## config.mk

```make
export PLATFORM = sky130hd
export DESIGN_NAME = pipelined_decode_stage
export DESIGN_NICKNAME = d
export VERILOG_FILES = /design/src/rtl/ctrl_pkg.sv /design/src/rtl/ctrl_field_decode.sv /design/src/rtl/pipelined_decode_stage.sv
export SDC_FILE = /design/constraint.sdc
export NUM_CORES = 1
export LEC_CHECK = 0
export ABC_CLOCK_PERIOD_IN_PS = 2600
export CAP_MARGIN = 20
export CORE_ASPECT_RATIO = 2
export CORE_MARGIN = 2
export CORE_UTILIZATION = 44
export CTS_CLUSTER_SIZE = 16
export DETAILED_ROUTE_END_ITERATION = 7
export GPL_TIMING_DRIVEN = 0
export PLACE_DENSITY_LB_ADDON = 0.05
export SYNTH_ARGS = -nofsm -noshare
export SYNTH_HDL_FRONTEND = slang
export SYNTH_SLANG_ARGS = --single-unit
```

## constraint.sdc

```tcl
create_clock -name clk -period 2.6 [get_ports clk]
set_input_delay 0.39 -clock clk [delete_from_list [all_inputs] [get_ports clk]]
set_output_delay 0.39 -clock clk [all_outputs]
set_load 0.005 [all_outputs]
```

## src/rtl/ctrl_pkg.sv

```systemverilog
// Shared types and opcodes for the decode stage: opcode constants and the
// decoded-instruction record carried from the field decoder into the pipeline register.
package ctrl_pkg;

    localparam int PKG_INSTR_W = 32;
    localparam int MAX_REG_AW  = 6;
    localparam int PKG_IMM_W   = 15;

    localparam logic [3:0] OP_LOAD  = 4'b0100;
    localparam logic [3:0] OP_STORE = 4'b0110;

    // Register fields are sized for the widest legal REG_AW and zero-extended below it.
    typedef struct packed {
        logic [2:0]            alu_opsel;
        logic                  alu_mode;
        logic                  mux_sel1;
        logic                  mux_sel2;
        logic                  regwrite;
        logic                  memwrite;
        logic [MAX_REG_AW-1:0] rs;
        logic [MAX_REG_AW-1:0] rd;
        logic [MAX_REG_AW-1:0] rt;
        logic [PKG_IMM_W-1:0]  imm;
    } decode_t;

    // A memory op that writes the register file can only be a LOAD.
    function automatic logic is_load(input decode_t d);
        return d.mux_sel2 && !d.memwrite;
    endfunction

endpackage

```

## src/rtl/ctrl_field_decode.sv

```systemverilog
// Purely combinational field extraction: one instruction word in, one decode_t record out.
module ctrl_field_decode
    import ctrl_pkg::*;
#(
    parameter int INSTR_W = PKG_INSTR_W,
    parameter int REG_AW  = MAX_REG_AW,
    parameter int IMM_W   = PKG_IMM_W
) (
    input  logic [INSTR_W-1:0] instr_i,
    output decode_t            dec_o
);

    logic [3:0] op;
    logic       unused_bits;

    assign op = instr_i[15:12];

    always_comb begin
        dec_o           = '0;
        dec_o.alu_opsel = instr_i[15:13];
        dec_o.alu_mode  = instr_i[12];
        dec_o.mux_sel1  = instr_i[0];
        dec_o.mux_sel2  = (op == OP_LOAD) || (op == OP_STORE);
        dec_o.regwrite  = (op != OP_STORE);
        dec_o.memwrite  = (op == OP_STORE);
        dec_o.rs        = MAX_REG_AW'(instr_i[REG_AW:1]);
        dec_o.rd        = MAX_REG_AW'(instr_i[2*REG_AW:REG_AW+1]);
        dec_o.rt        = MAX_REG_AW'(instr_i[17+REG_AW:18]);
        dec_o.imm       = PKG_IMM_W'(instr_i[INSTR_W-1:INSTR_W-IMM_W]);
    end

    // Some instruction bits feed no field; fold them so the whole word reads as consumed.
    assign unused_bits = ^instr_i;

endmodule

```

## src/rtl/pipelined_decode_stage.sv

```systemverilog
// Registered decode stage with valid/ready flow control, a load-use interlock with
// programmable load latency, and a flush that discards the held instruction.
module pipelined_decode_stage
    import ctrl_pkg::*;
#(
    parameter int INSTR_W  = 32,
    parameter int REG_AW   = 6,
    parameter int IMM_W    = 15,
    parameter int LOAD_LAT = 1
) (
    input  logic               clk,
    input  logic               rst,
    input  logic               flush,
    input  logic [INSTR_W-1:0] in_instr,
    input  logic               in_valid,
    output logic               in_ready,
    output logic               out_valid,
    input  logic               out_ready,
    output logic [2:0]         alu_opsel,
    output logic               alu_mode,
    output logic               mux_sel1,
    output logic               mux_sel2,
    output logic               regwrite,
    output logic               memwrite,
    output logic [REG_AW-1:0]  rs,
    output logic [REG_AW-1:0]  rd,
    output logic [REG_AW-1:0]  rt,
    output logic [IMM_W-1:0]   imm
);

    decode_t               dec_in;
    decode_t               dec_q,      dec_d;
    logic                  v_q,        v_d;
    logic [2:0]            pend_cnt_q, pend_cnt_d;
    logic [MAX_REG_AW-1:0] pend_rd_q,  pend_rd_d;
    logic                  hazard;
    logic                  in_fire;
    logic                  out_fire;

    ctrl_field_decode #(
        .INSTR_W (INSTR_W),
        .REG_AW  (REG_AW),
        .IMM_W   (IMM_W)
    ) u_field_decode (
        .instr_i (in_instr),
        .dec_o   (dec_in)
    );

    // rt is a source only for register-type instructions; imm-type reuses those bits.
    function automatic logic dep_match(input decode_t d, input logic [MAX_REG_AW-1:0] load_rd);
        return (d.rs[REG_AW-1:0] == load_rd[REG_AW-1:0]) ||
               (!d.mux_sel1 && (d.rt[REG_AW-1:0] == load_rd[REG_AW-1:0]));
    endfunction

    assign hazard = (v_q && is_load(dec_q) && dep_match(dec_in, dec_q.rd)) ||
                    ((pend_cnt_q != 3'd0) && dep_match(dec_in, pend_rd_q));

    assign in_ready = !rst && !flush && (!v_q || out_ready) && !hazard;
    assign in_fire  = in_valid && in_ready;
    assign out_fire = v_q && out_ready;

    // NOTE: every variable gets a default at the top of the block so no path leaves it
    // unassigned, which would otherwise infer a latch.
    always_comb begin
        v_d   = v_q;
        dec_d = dec_q;
        if (flush) begin
            v_d = 1'b0;
        end else if (in_fire) begin
            v_d   = 1'b1;
            dec_d = dec_in;
        end else if (out_fire) begin
            v_d = 1'b0;
        end
    end

    // A load leaving the stage (re)arms the shadow; flush wins even over that handshake.
    always_comb begin
        pend_cnt_d = pend_cnt_q;
        pend_rd_d  = pend_rd_q;
        if (flush) begin
            pend_cnt_d = 3'd0;
        end else if (out_fire && is_load(dec_q)) begin
            pend_cnt_d = 3'(LOAD_LAT);
            pend_rd_d  = dec_q.rd;
        end else if (pend_cnt_q != 3'd0) begin
            pend_cnt_d = pend_cnt_q - 3'd1;
        end
    end

    // NOTE: sequential state is updated with non-blocking assignments only, so every
    // register samples the pre-edge value of every other register.
    always_ff @(posedge clk) begin
        // NOTE: the decoded fields are reset too because they drive module outputs
        // that must read as zero out of reset, not just the valid bit.
        if (rst) begin
            v_q        <= 1'b0;
            dec_q      <= '0;
            pend_cnt_q <= 3'd0;
            pend_rd_q  <= '0;
        end else begin
            v_q        <= v_d;
            dec_q      <= dec_d;
            pend_cnt_q <= pend_cnt_d;
            pend_rd_q  <= pend_rd_d;
        end
    end

    assign out_valid = v_q;
    assign alu_opsel = dec_q.alu_opsel;
    assign alu_mode  = dec_q.alu_mode;
    assign mux_sel1  = dec_q.mux_sel1;
    assign mux_sel2  = dec_q.mux_sel2;
    assign regwrite  = dec_q.regwrite;
    assign memwrite  = dec_q.memwrite;
    assign rs        = dec_q.rs[REG_AW-1:0];
    assign rd        = dec_q.rd[REG_AW-1:0];
    assign rt        = dec_q.rt[REG_AW-1:0];
    assign imm       = dec_q.imm[IMM_W-1:0];

endmodule
```

==> flow_summary_export.csv <==
group,metric,value,unit
drt,drcViolationCount,0,
critical_path,worstReg2RegEnd,"rt[0]$_SDFFE_PP0P_",
sta,hold_viol,0,
clocking,clkLatencyLatePin,0.30,ns
drt,m1WireLength,1780,µm
critical_path,rr_worst_depth,7,
critical_path,cp-startpoint,"in_instr[4]",
clocking,tritoncts,"built",
cells_and_area,utilization,67.9,%
sta,maxSlewHeadroom,50.4,%
critical_path,slowest_stage,"clkdlybuf4s50_1",
synthesis,yosysTopAreaCellShare,41.4,%
floorplan,rows,35,
grt,track_usage,19.8,%
sta,setup_violations,0,
drt,maxUsedRoutingLayer,"met4",
clocking,cts_buffers,5,
floorplan,die_height,102,µm
cells_and_area,antenna_cells,0,
clocking,cts_buffer_depth,2,
critical_path,r2r_slack,0.53,ns
grt,grt_max_degree,13,
grt,grt_antenna_before_repair,0,
critical_path,crit_type,"in -> out",
drt,wl_met3,270,µm
pwr,leakage,1.35,nW
sta,max_freq,401,MHz
critical_path,critical-path-max-stage-delay,0.55,ns
drt,wl_per_cell,14.4,µm
floorplan,die_w,53.2,µm
floorplan,die-area,0.00545,mm²
critical_path,cp_common_cell,"clkdlybuf4s50_1",
synthesis,synth_seq_area_share,41.4,%
critical_path,worst-path-buf-inv,2,
critical_path,cp_max_fo,3,
place,dp_slack,-0.142,ns
drt,dr.pass1.iters,2,
pwr,cellPowerDensity,450,mW/mm²
pwr,ir_worst_vdd,0.475,mV
critical_path,critical_path_depth,6,
drt,ant_nets,0,
synthesis,synth_top_cell_by_area,"dfxtp_1",
synthesis,synthesis.area,0.00213,mm²
outcome,status,"finished, final reports clean",
drt,wl_met2,2810,µm
critical_path,crit_family,"buffers and inverters",
synthesis,synth_seq_cells,44,
grt,grt_pass1_wl,7980,µm
sta,drv_slew,0,
cells_and_area,area_growth,48.0,%
clocking,htree_levels,2,
cells_and_area,nNetsFinal,324,
sta,final.setup_skew,0.00452,ns
flow_run,max-cap-violations,0,
sta,tightest_slew,0.741,ns
synthesis,synth_cell_types,26,
critical_path,crit_arrival,2.11,ns
place,portBuffers,78,
synthesis,post_synth.cell_area_avg,10.8,µm²
grt,grt.overflow.total,0,
cells_and_area,multi_input_area,0.00118,mm²
synthesis,netlist_top_cells_area,"dfxtp_1 41%, mux2_2 16%, nor2b_1 10%",
hold_path,worst_hold_path_type,"in -> reg",
sta,period_needed,2.50,ns
critical_path,setup.worst_path.end,"in_ready",
clocking,cts.clk_slew.worst_paths,0.08,ns
critical_path,cp-start-kind,"primary input",
sta,min_period_over_period,96.0,%
cells_and_area,fill_cells,416,
floorplan,ioPinCount,80,
place,placed_area,0.00298,mm²
clocking,clock_sinks,44,
critical_path,crit_chain,"clkdlybuf4s50_1 -> xor2_1 -> nor4_2 -> a22oi_2 -> o2111a_1 -> clkdlybuf4s50_1",
grt,grt_pass1_vias,1786,
critical_path,r2r-start,"pend_rd_q[2]$_SDFFE_PP0P_",
cells_and_area,drive_gt1_share,21.3,%
drt,drtIter0Drc,10,
hold_path,holdPathStages,2,
place,gp_congestion,0.812,
drt,wirelength,4920,µm
drt,vias,1656,
place,hpwl,3770,µm
floorplan,core,0.00464,mm²
critical_path,crit_path_end_kind,"output pin",
cells_and_area,seq_area,881,µm²
cells_and_area,fin_area,0.00315,mm²
synthesis,synth_nets,237,
sta,grt_setup_unrepaired,"no",
clocking,clock-root-buffer,"clkbuf_8",
synthesis,synth_cells,198,
drt,avgViaCountPerCell,4.86,
critical_path,required,2.21,ns
synthesis,yosysWarnings,0,
floorplan,start_util,45.9,%
sta,setup_ws,0.104,ns
[synthesized netlist by cell type, drive strengths merged]
cell and n:
buf 10, nand2b 2, ha 2, a21oi 2, nand3b 1, nor4 5
a21boi 2, nor2 13, clkbuf 4, dfxtp 44, xor2 24, nand4b 1
nor3 2, and3 1, mux2i 8, o2111a 1, mux2 33, o211ai 1
a22oi 2, xnor2 1, nand2 2, nor2b 34, nor3b 1, inv 2
[power breakdown]
group          internal [W]  leakage (nW)  total, W  switching, W
clock              0.000217        0.0455  0.000442      0.000225
combinational      0.000168         0.950  0.000254     0.0000855
sequential         0.000703         0.359  0.000724     0.0000211
[cell families after synthesis]
group                    synth area share, %
adder cells (fa/ha/maj)                 1.17
multiplexers                            21.6
buffers and inverters                   5.64
AO/OA/AOI/OAI                           3.41
AND/OR/NAND/NOR                         16.6
flip-flops                              41.4
XOR/XNOR                                10.3
[worst min-delay path by stage]
stage	startpoint	end	slack, ns
2_1_floorplan	pend_cnt_q[1]$_SDFFE_PP0P_	pend_cnt_q[1]$_SDFFE_PP0P_	0.45
5_1_grt	in_instr[6]	rs[5]$_SDFFE_PP0P_	0.46
4_1_cts	pend_cnt_q[1]$_SDFFE_PP0P_	pend_cnt_q[1]$_SDFFE_PP0P_	0.50
6_report	in_instr[2]	rs[1]$_SDFFE_PP0P_	0.44
3_3_place_gp	pend_cnt_q[1]$_SDFFE_PP0P_	pend_cnt_q[1]$_SDFFE_PP0P_	0.47
3_5_place_dp	pend_cnt_q[1]$_SDFFE_PP0P_	pend_cnt_q[1]$_SDFFE_PP0P_	0.48
[area by class of cell]
| cell class | count | share of cell area (%) |
|---|---|---|
| well taps | 55 | 2.18 |
| multi-input cells | 138 | 37.4 |
| inverters | 2 | 0.238 |
| flip-flops and latches | 44 | 27.9 |
| repair buffers | 80 | 25.8 |
| plain buffers | 14 | 3.57 |
| clock buffers | 8 | 2.86 |
[layer usage]
| layer | track usage, % | vias to the layer above |
|---|---|---|
| met5 | 0 | - |
| met4 | 7.10 | 0 |
| met3 | 4.68 | 6 |
| met2 | 38.2 | 47 |
| met1 | 19.5 | 770 |
| li1 | - | 833 |
[layout by cell type (no fill, tap or decap), types with 3 or more instances in the layout]
master           netlist  routed
clkdlybuf4s50_1        0      68
dfxtp_1               44      44
nor2b_1               34      33
mux2_2                31      31
xor2_1                24      23
nor2_1                13      13
buf_4                  7       9
mux2i_1                8       8
dlymetal6s2s_1         0       8
clkbuf_1               4       6
clkbuf_8               0       6
nor4_2                 0       4
buf_8                  3       3
[stage by stage]
step / power (W) / cells / hold WS (ns) / setup TNS (ns)
2_1_floorplan: 0.000837 / 198 / 0.454 / 0
3_3_place_gp: 0.000990 / 331 / 0.468 / -0.371
3_5_place_dp: 0.000992 / 331 / 0.485 / -0.355
4_1_cts: 0.00144 / 341 / 0.503 / 0
5_1_grt: 0.00148 / 341 / 0.458 / 0
6_report: 0.00142 / 341 / 0.438 / 0
[worst register-to-register path, stage by stage (launching register included)]
cell      delay [ns]
dfxtp_1         0.35
xor2_1          0.17
nor4_2          0.28
a22oi_2         0.13
buf_4           0.16
o211ai_4        0.35
buf_8           0.21
mux2_2          0.34
[flip-flops by register name (all words and copies together) (netlist names)]
register,cells
mux_sel1,1
imm,10
alu_mode,1
pend_rd_q,6
mux_sel2,1
rs,6
rd,5
rt,5
regwrite,1
alu_opsel,3
out_valid,1
pend_cnt_q,3
memwrite,1
[repair_timing]
action / 4_1_cts / 5_1_grt
gates resized for setup: 6 / 13
hold buffers: 0 / 0
pin swaps: 3 / 3
buffers inserted: 2 / 0
endpoints found under the setup margin: 1 / 1
Power figures use the tool's default switching activity.
